**config.mk**
```make
export PLATFORM = sky130hd
export DESIGN_NAME = gmii_write_hcp
export DESIGN_NICKNAME = d
export VERILOG_FILES = /design/src/rtl/gmii_hcp_pkg.sv /design/src/rtl/crc32_d8_hcp.sv /design/src/rtl/gmii_write_hcp.sv
export SDC_FILE = /design/constraint.sdc
export NUM_CORES = 1
export LEC_CHECK = 0
export BUFFER_PORTS_ARGS = -buffer_cell sky130_fd_sc_hd__buf_2
export CAP_MARGIN = 20
export CORE_MARGIN = 1.5
export CORE_UTILIZATION = 43
export CTS_CLUSTER_SIZE = 20
export DETAILED_ROUTE_END_ITERATION = 6
export GPL_TIMING_DRIVEN = 0
export PLACE_DENSITY = 0.69
export SYNTH_ARGS = -nofsm -noshare
export SYNTH_HDL_FRONTEND = slang
export SYNTH_SLANG_ARGS = --single-unit
```
**constraint.sdc**
```tcl
create_clock -name clk_sys -period 4.4 [get_ports clk_sys]
set_clock_uncertainty 0.1 [all_clocks]
set_input_delay 0.66 -clock clk_sys [delete_from_list [all_inputs] [get_ports clk_sys]]
set_output_delay 0.66 -clock clk_sys [all_outputs]
set_load 0.02 [all_outputs]
```
**src/rtl/gmii_hcp_pkg.sv**
```systemverilog
// Shared definitions for the HCP GMII transmit path: FSM encodings, framing bytes, CRC32 constants.
package gmii_hcp_pkg;

  typedef enum logic [2:0] {
    idle_s = 3'd0,
    pre_s  = 3'd1,
    sfd_s  = 3'd2,
    tran_s = 3'd3,
    err_s  = 3'd4,
    ifg_s  = 3'd5,
    fcs_s  = 3'd6
  } gmii_tx_state_t;

  localparam logic [7:0]  PREAMBLE_BYTE = 8'h55;
  localparam logic [7:0]  SFD_BYTE      = 8'hD5;
  localparam logic [31:0] CRC_POLY      = 32'h04C11DB7;
  localparam logic [31:0] CRC_INIT      = 32'hFFFFFFFF;

  function automatic logic [31:0] reflect32(input logic [31:0] v);
    logic [31:0] r;
    for (int i = 0; i < 32; i++) r[i] = v[31-i];
    return r;
  endfunction

endpackage

```
**src/rtl/crc32_d8_hcp.sv**
```systemverilog
// Combinational reflected CRC32 update for one byte (LSB-first Ethernet order).
module crc32_d8_hcp
  import gmii_hcp_pkg::*;
(
  input  logic [31:0] crc,
  input  logic [7:0]  data,
  output logic [31:0] crc_next
);

  localparam logic [31:0] POLY_R = reflect32(CRC_POLY);

  logic [31:0] c;

  always_comb begin
    c = crc ^ {24'd0, data};
    for (int i = 0; i < 8; i++) begin
      c = c[0] ? ((c >> 1) ^ POLY_R) : (c >> 1);
    end
    crc_next = c;
  end

endmodule

```
**src/rtl/gmii_write_hcp.sv**
```systemverilog
// GMII transmit framer: FIFO words -> preamble/SFD/bytes/IFG with TX timestamp.
// Optional appended FCS when GMII_WRITE_FCS_EN is defined.
//
// state  | meaning
// idle_s | wait for a head word, discard stray body words
// pre_s  | PREAMBLE_LEN x 0x55
// sfd_s  | 0xD5, latch timer
// tran_s | pop and send frame bytes until the tail word
// err_s  | underflowed frame, drain FIFO through the tail
// ifg_s  | IFG_CYCLES low cycles on the pins
// fcs_s  | four complemented CRC bytes, LSB first
module gmii_write_hcp
  import gmii_hcp_pkg::*;
#(
  parameter int PREAMBLE_LEN = 7,
  parameter int IFG_CYCLES   = 12
) (
  input  logic        clk_sys,
  input  logic        reset_n,
  input  logic [8:0]  iv_data,
  input  logic        i_data_empty,
  output logic        o_data_rd,
  input  logic [18:0] timer,
  output logic [7:0]  ov_gmii_txd,
  output logic        o_gmii_tx_en,
  output logic        o_gmii_tx_er,
  output logic [18:0] ov_send_ts,
  output logic        o_ts_valid,
  output logic        o_pkt_sent_pulse,
  output logic        o_fifo_underflow_pulse,
  output logic [2:0]  report_gmii_write_hcp_state
);

  localparam logic [4:0] PRE_LAST = 5'(PREAMBLE_LEN - 1);
  localparam logic [4:0] IFG_LAST = 5'(IFG_CYCLES - 1);

  gmii_tx_state_t state, state_nxt;
  logic [4:0] cnt, cnt_nxt;
  logic       first, first_nxt;
  logic       head_avail;
  logic       pop;
  logic [7:0] txd_d;
  logic       en_d, er_d, ts_d, sent_d, uf_d;

  assign head_avail = !i_data_empty && iv_data[8];
  assign o_data_rd  = pop && reset_n;
  assign report_gmii_write_hcp_state = state;

`ifdef GMII_WRITE_FCS_EN
  logic [31:0] crc, crc_upd, fcs;

  crc32_d8_hcp u_crc32_d8_hcp (
    .crc      (crc),
    .data     (iv_data[7:0]),
    .crc_next (crc_upd)
  );

  assign fcs = ~crc;

  always_ff @(posedge clk_sys or negedge reset_n) begin
    if (!reset_n)                   crc <= CRC_INIT;
    else if (state == sfd_s)        crc <= CRC_INIT;
    else if (state == tran_s && pop) crc <= crc_upd;
  end
`endif

  always_ff @(posedge clk_sys or negedge reset_n) begin
    if (!reset_n) begin
      state <= idle_s;
      cnt   <= '0;
      first <= 1'b0;
    end else begin
      state <= state_nxt;
      cnt   <= cnt_nxt;
      first <= first_nxt;
    end
  end

  always_comb begin
    state_nxt = state;
    cnt_nxt   = cnt;
    first_nxt = first;
    case (state)
      idle_s: if (head_avail) begin
        state_nxt = pre_s;
        cnt_nxt   = '0;
      end
      pre_s: if (cnt == PRE_LAST) begin
        state_nxt = sfd_s;
        cnt_nxt   = '0;
      end else cnt_nxt = cnt + 5'd1;
      sfd_s: begin
        state_nxt = tran_s;
        first_nxt = 1'b1;
      end
      tran_s: begin
        if (i_data_empty) state_nxt = err_s;
        else if (first)   first_nxt = 1'b0;
        else if (iv_data[8]) begin
`ifdef GMII_WRITE_FCS_EN
          state_nxt = fcs_s;
`else
          state_nxt = ifg_s;
`endif
          cnt_nxt = '0;
        end
      end
      err_s: if (head_avail) begin
        state_nxt = ifg_s;
        cnt_nxt   = '0;
      end
      // Leaving straight for pre_s keeps the pin gap at exactly IFG_CYCLES.
      ifg_s: if (cnt == IFG_LAST) begin
        state_nxt = head_avail ? pre_s : idle_s;
        cnt_nxt   = '0;
      end else cnt_nxt = cnt + 5'd1;
`ifdef GMII_WRITE_FCS_EN
      fcs_s: if (cnt == 5'd3) begin
        state_nxt = ifg_s;
        cnt_nxt   = '0;
      end else cnt_nxt = cnt + 5'd1;
`endif
      default: begin
        state_nxt = idle_s;
        cnt_nxt   = '0;
        first_nxt = 1'b0;
      end
    endcase
  end

  always_comb begin
    pop    = 1'b0;
    txd_d  = 8'h00;
    en_d   = 1'b0;
    er_d   = 1'b0;
    ts_d   = 1'b0;
    sent_d = 1'b0;
    uf_d   = 1'b0;
    case (state)
      idle_s: pop = !i_data_empty && !iv_data[8];
      pre_s: begin
        txd_d = PREAMBLE_BYTE;
        en_d  = 1'b1;
      end
      sfd_s: begin
        txd_d = SFD_BYTE;
        en_d  = 1'b1;
        ts_d  = 1'b1;
      end
      tran_s: begin
        en_d = 1'b1;
        if (i_data_empty) begin
          er_d = 1'b1;
          uf_d = 1'b1;
        end else begin
          pop   = 1'b1;
          txd_d = iv_data[7:0];
`ifndef GMII_WRITE_FCS_EN
          sent_d = !first && iv_data[8];
`endif
        end
      end
      err_s: pop = !i_data_empty;
`ifdef GMII_WRITE_FCS_EN
      fcs_s: begin
        en_d   = 1'b1;
        sent_d = (cnt == 5'd3);
        case (cnt[1:0])
          2'd0:    txd_d = fcs[7:0];
          2'd1:    txd_d = fcs[15:8];
          2'd2:    txd_d = fcs[23:16];
          default: txd_d = fcs[31:24];
        endcase
      end
`endif
      default: ;
    endcase
  end

  always_ff @(posedge clk_sys or negedge reset_n) begin
    if (!reset_n) begin
      ov_gmii_txd            <= '0;
      o_gmii_tx_en           <= 1'b0;
      o_gmii_tx_er           <= 1'b0;
      ov_send_ts             <= '0;
      o_ts_valid             <= 1'b0;
      o_pkt_sent_pulse       <= 1'b0;
      o_fifo_underflow_pulse <= 1'b0;
    end else begin
      ov_gmii_txd            <= txd_d;
      o_gmii_tx_en           <= en_d;
      o_gmii_tx_er           <= er_d;
      o_ts_valid             <= ts_d;
      o_pkt_sent_pulse       <= sent_d;
      o_fifo_underflow_pulse <= uf_d;
      if (ts_d) ov_send_ts <= timer;
    end
  end

endmodule

```
Word level (Yosys, flattened, before mapping)
Index checks and enable logic that the tools add are counted.
{ "totals": {"input_bits": 31, "register_bits": 40, "out_inout_bits": 36} }
{ "classes": {"reduce_logical": 14, "eq_ne": 17, "n_bitwise": 2, "mux": 28, "addsub": 1} }
{ "ops": {"columns": ["op", "count"], "rows": [
  ["5-bit 2-to-1 mux", 6],
  ["5-bit case mux with 5 select lines", 1],
  ["8-bit case mux with 3 select lines", 1],
  ["3-bit 2-to-1 mux", 7],
  ["3-bit case mux with 6 select lines", 1],
  ["2-bit != test, second input constant", 7],
  ["1-bit 2-to-1 mux", 9],
  ["8-bit 2-to-1 mux", 1],
  ["3-bit by 2-bit equality test with 1-bit output, second input constant", 2],
  ["3-bit equality test, second input constant", 2],
  ["3-bit != test, second input constant", 2],
  ["1-bit case mux with 3 select lines", 2],
  ["6-bit AND reduction", 1],
  ["5-bit by 1-bit adder with 5-bit output, second input constant", 1],
  ["5-bit by 3-bit equality test with 1-bit output, second input constant", 1],
  ["5-bit by 4-bit equality test with 1-bit output, second input constant", 1],
  ["5-bit AND reduction", 1],
  ["1-bit logical AND", 4],
  ["4-bit OR reduction", 1],
  ["3-bit by 1-bit equality test with 1-bit output, second input constant", 1],
  ["1-bit logical NOT", 3],
  ["3-bit logical NOT", 1],
  ["3-bit OR reduction", 1],
  ["2-bit by 1-bit != test with 1-bit output, second input constant", 1],
  ["other kinds (3)", 4]
]} }

Longest topological paths before layout
{ "depth": {"ltp_word": 5, "mapped_depth": 6} }

Worst setup path before layout
No wires, ideal clock.
{ "synth_timing": {"path_type": "input-to-output", "from": "input iv_data[8]", "to": "output o_data_rd", "path_buffers": 0, "t_arrival_ps": 1538, "stages": 3, "required_time_ps": 3640, "slack_ps": 2102, "cell_sequence": "nor2b_1 o31a_1 nor3b_1"} }
{ "synth_between": {"elab_chain_len": 4} }
{ "synth_lines": {"columns": ["element", "line", "rtl"], "rows": [
  ["start, declared", "gmii_write_hcp.sv:20", "input logic [8:0] iv_data,"],
  ["1-bit logical NOT", "gmii_write_hcp.sv:140", "idle_s: pop = !i_data_empty && !iv_data[8];"],
  ["1-bit logical AND", "gmii_write_hcp.sv:140", null],
  ["1-bit case mux with 3 select lines", "gmii_write_hcp.sv:139", "case (state)"],
  ["1-bit logical AND", "gmii_write_hcp.sv:46", "assign o_data_rd = pop && reset_n;"],
  ["end, declared", "gmii_write_hcp.sv:22", "output logic o_data_rd,"]
]} }
Every way passes these cells.

Worst setup path in the final report
{ "layout_timing": {"from": "input reset_n", "to": "output o_data_rd"} }
{ "layout_between": {"elab_chain_len": 1} }
{ "layout_lines": {"columns": ["element", "line", "rtl"], "rows": [
  ["start, declared", "gmii_write_hcp.sv:19", "input logic reset_n,"],
  ["1-bit logical AND", "gmii_write_hcp.sv:46", null]
]} }
Every way passes these cells.

==> summary.txt <==
Run status
  – Outcome: completed

Synthesis
  – Synth Net Count: 169
  – Post-synth top area cell: dfrtp_1
  – Distinct cells, synth: 36
  – Post-synth top flop: dfrtp_1
  – Most common cell in the netlist: dfrtp_1
  – YS warnings: 0
  – Top cells by area, synth: dfrtp_1 (59%), mux2_1 (13%), nand3_1 (2.6%), nand2b_1 (2.6%), o2bb2ai_1 (1.5%)
  – Synth async-reset ratio: 1.000
  – Sequential-to-total area share from yosys stat: 0.5865
  – Mapped Cells: 136
  – Number of flops mapped to enable cells by yosys: 0
  – Count of state elements after synthesis: 40
  – Post-synth top cells: dfrtp_1 (40), mux2_1 (19), nand3_1 (9)
  – Netlist Area Pre-Place: 0.001707 mm²
  – Post-synth top area share: 0.5865
  – Avg Inst Size Synth: 12.55 µm²

Floorplanning
  – Die X: 66 µm
  – Row count: 22
  – # IOs: 67
  – Height of the die: 66 µm
  – Starting Density: 0.4559
  – CORE AREA: approximately 0.0037 mm²
  – Die area: 0.004356 mm²

Timing
  – RSZ-0062 raised after global routing: no
  – Final worst path period share: 0.5748
  – TNS Setup: 0 ns
  – Final setup viols: 0
  – Rel. slew slack: 0.4310
  – Worst-Margin Slew: 0.8535 ns
  – Fmax: 0.3954 GHz
  – Final number of max-transition violations: 0
  – Min Tclk post-route: 2.529 ns
  – Final Hold Fails: 0

Global route
  – Initial antenna violation count: 0
  – Pin count of the biggest net entering global routing: 42
  – Remaining global-route overflow: 0
  – Total GRT Usage: 0.1659
  – First-pass GRT wire length: 5492 µm
  – Vias in the first global route: 1,195

CTS
  – CTS max path bufs: 2
  – Hold_buf cts: 0
  – Clock root cell: clkbuf_8
  – Post-CTS Repair Setup Buffers: 0
  – TritonCTS Buffers: 5
  – CTS tree: built
  – Clock Latency Late Sink: 0.29 ns
  – # H-tree levels: 2
  – Clock-pin slew on the worst setup and hold paths: roughly 0.07 ns
  – Post-CTS sizing: 0
  – Clock sink total: 40

Worst setup path
  – Critical-path maximum fanout: 41
  – Worst R2R End: cnt[3]
  – Crit path required time: 3.64 ns
  – Crit path DAT: 1.77 ns
  – Crit path from: reset_n
  – R2R Path Start: cnt[0]
  – Startpoint Class: primary input
  – CP Capture Type: output pin
  – Reg2reg path depth: 6
  – Worst Path Class, Setup: primary input to output pin
  – FF-to-FF setup slack: 2.81 ns
  – Worst Setup EP: o_data_rd

Power
  – Worst VDD drop: 238.7 µV
  – P_leak: ~1.1 nW
  – Pwr/cell area: 746.9 mW/mm²

Placement
  – I/O Buffers: between 60 and 70
  – RePlAce Congestion: between 0.8 and 0.9
  – Post-DP HPWL: 2518 µm
  – Placed cells: 250

Routing
  – Remaining DRCs: 0
  – Vias per cell: 5.004
  – DRT Wirelength: 3322 µm
  – DRT Pass-1 Iters: 4
  – Antenna-violating nets left: 0
  – WL/cell: 12.88 µm
  – Vias: around 1.3k
  – Initial DRC Count: 32

Cells and area
  – Non-Filler Instances: 258
  – # diodes: 0
  – FILL cells: 323
  – Final Net Count: about 240
  – Layout cells sized above 1: 0.4000
  – Area Growth Syn to Fin: 29.18%

Job
  – Max-Cap Viols: 0

Hold path
  – Worst hold-check path type: primary input to async pin
-- flip-flops by register name (all words and copies together), names as in the netlist --
register	count
first	1
ov_send_ts	19
o_ts_valid	1
ov_gmii_txd	8
o_pkt_sent_pulse	1
o_gmii_tx_en	1
o_fifo_underflow_pulse	1
cnt	5
report_gmii_write_hcp_state	3
-- kinds of logic (layout without fill, tap and decap cells) --
kind of cell / after synthesis / in the layout / synth area share
compound gates: 22 / 22 / 0.09458
xor+xnor: 1 / 1 / 0.005133
fa+ha+maj: 2 / 2 / 0.01466
buf+inv: 12 / 86 / 0.03592
flops: 40 / 40 / 0.5865
mux: 19 / 19 / 0.1254
simple gates: 40 / 40 / 0.1378
-- worst min-delay path by stage --
stage	from	end	slack, ns	cells past startpoint
after floorplan	reset_n	cnt[0]	0.26	0
after global placement	ov_send_ts[6]	ov_send_ts[6]	0.36	1
after detailed placement	ov_send_ts[16]	ov_send_ts[16]	0.37	1
after CTS	ov_send_ts[16]	ov_send_ts[16]	0.39	1
after global routing	ov_send_ts[2]	ov_send_ts[2]	0.41	1
final	reset_n	ov_send_ts[7]	0.38	1
-- critical path, stage by stage --
cell     delay (ns)
buf_2          0.64
nor3b_1        0.25
buf_2          0.19
-- cell usage in the layout, fill, tap and decap left out, types with 2 or more instances in the layout --
cell type,Yosys,final
a21oi_1,2,2
a31oi_1,4,4
and2_1,4,4
buf_2,4,70
buf_4,3,3
clkbuf_1,1,2
clkbuf_8,0,5
dfrtp_1,40,40
ha_1,2,2
inv_1,4,4
mux2_1,19,19
nand2_1,3,3
nand2b_1,7,7
nand3_1,9,9
nor2_1,4,4
nor2b_1,4,4
o21ai_1,2,2
o22ai_1,2,2
o2bb2ai_1,3,3
or3_1,2,2
-- area by class of cell --
class / count / area (µm²) / area share
repair buffers: 66 / 330.3 / 0.1498
inverters: 4 / 15.01 / 0.006810
multi-input cells: 84 / 644.4 / 0.2923
clock inverters: 2 / 35.03 / 0.01589
flip-flops and latches: 40 / 1001 / 0.4540
plain buffers: 8 / 46.29 / 0.02100
clock buffers: 6 / 72.57 / 0.03292
well taps: 48 / 60.06 / 0.02724
-- per-layer routing --
metal / track usage / routed length, µm / vias to the layer above
li1: - / - / 623
met1: 0.2125 / 1519 / 601
met2: 0.2689 / 1493 / 65
met3: 0.06133 / 296 / 2
met4: 0.03827 / 12 / 0
met5: 0 / 0 / -
-- report_power, final --
| part | switching, mW | leakage [nW] | total (mW) | internal (mW) |
|---|---|---|---|---|
| Sequential | 0.0796 | 0.494 | 0.607 | 0.528 |
| Clock | 0.117 | 0.0552 | 0.285 | 0.168 |
| Combinational | 0.456 | 0.556 | 0.755 | 0.299 |
-- metrics by stage --
stage                     utilization  hold slack (ns)  cell area (µm²)  setup WS, ns  power, mW
after detailed placement       0.5602           0.3714             2097         1.801      1.378
after global placement         0.5602           0.3621             2097         1.839      1.352
after floorplan                     -           0.2644             1707         2.102      1.132
after global routing           0.5889           0.4051             2205         1.693      1.772
final                          0.5889           0.3806             2205         1.871      1.647
after CTS                      0.5889           0.3885             2205         1.796      1.666
Power figures use the tool's default switching activity.
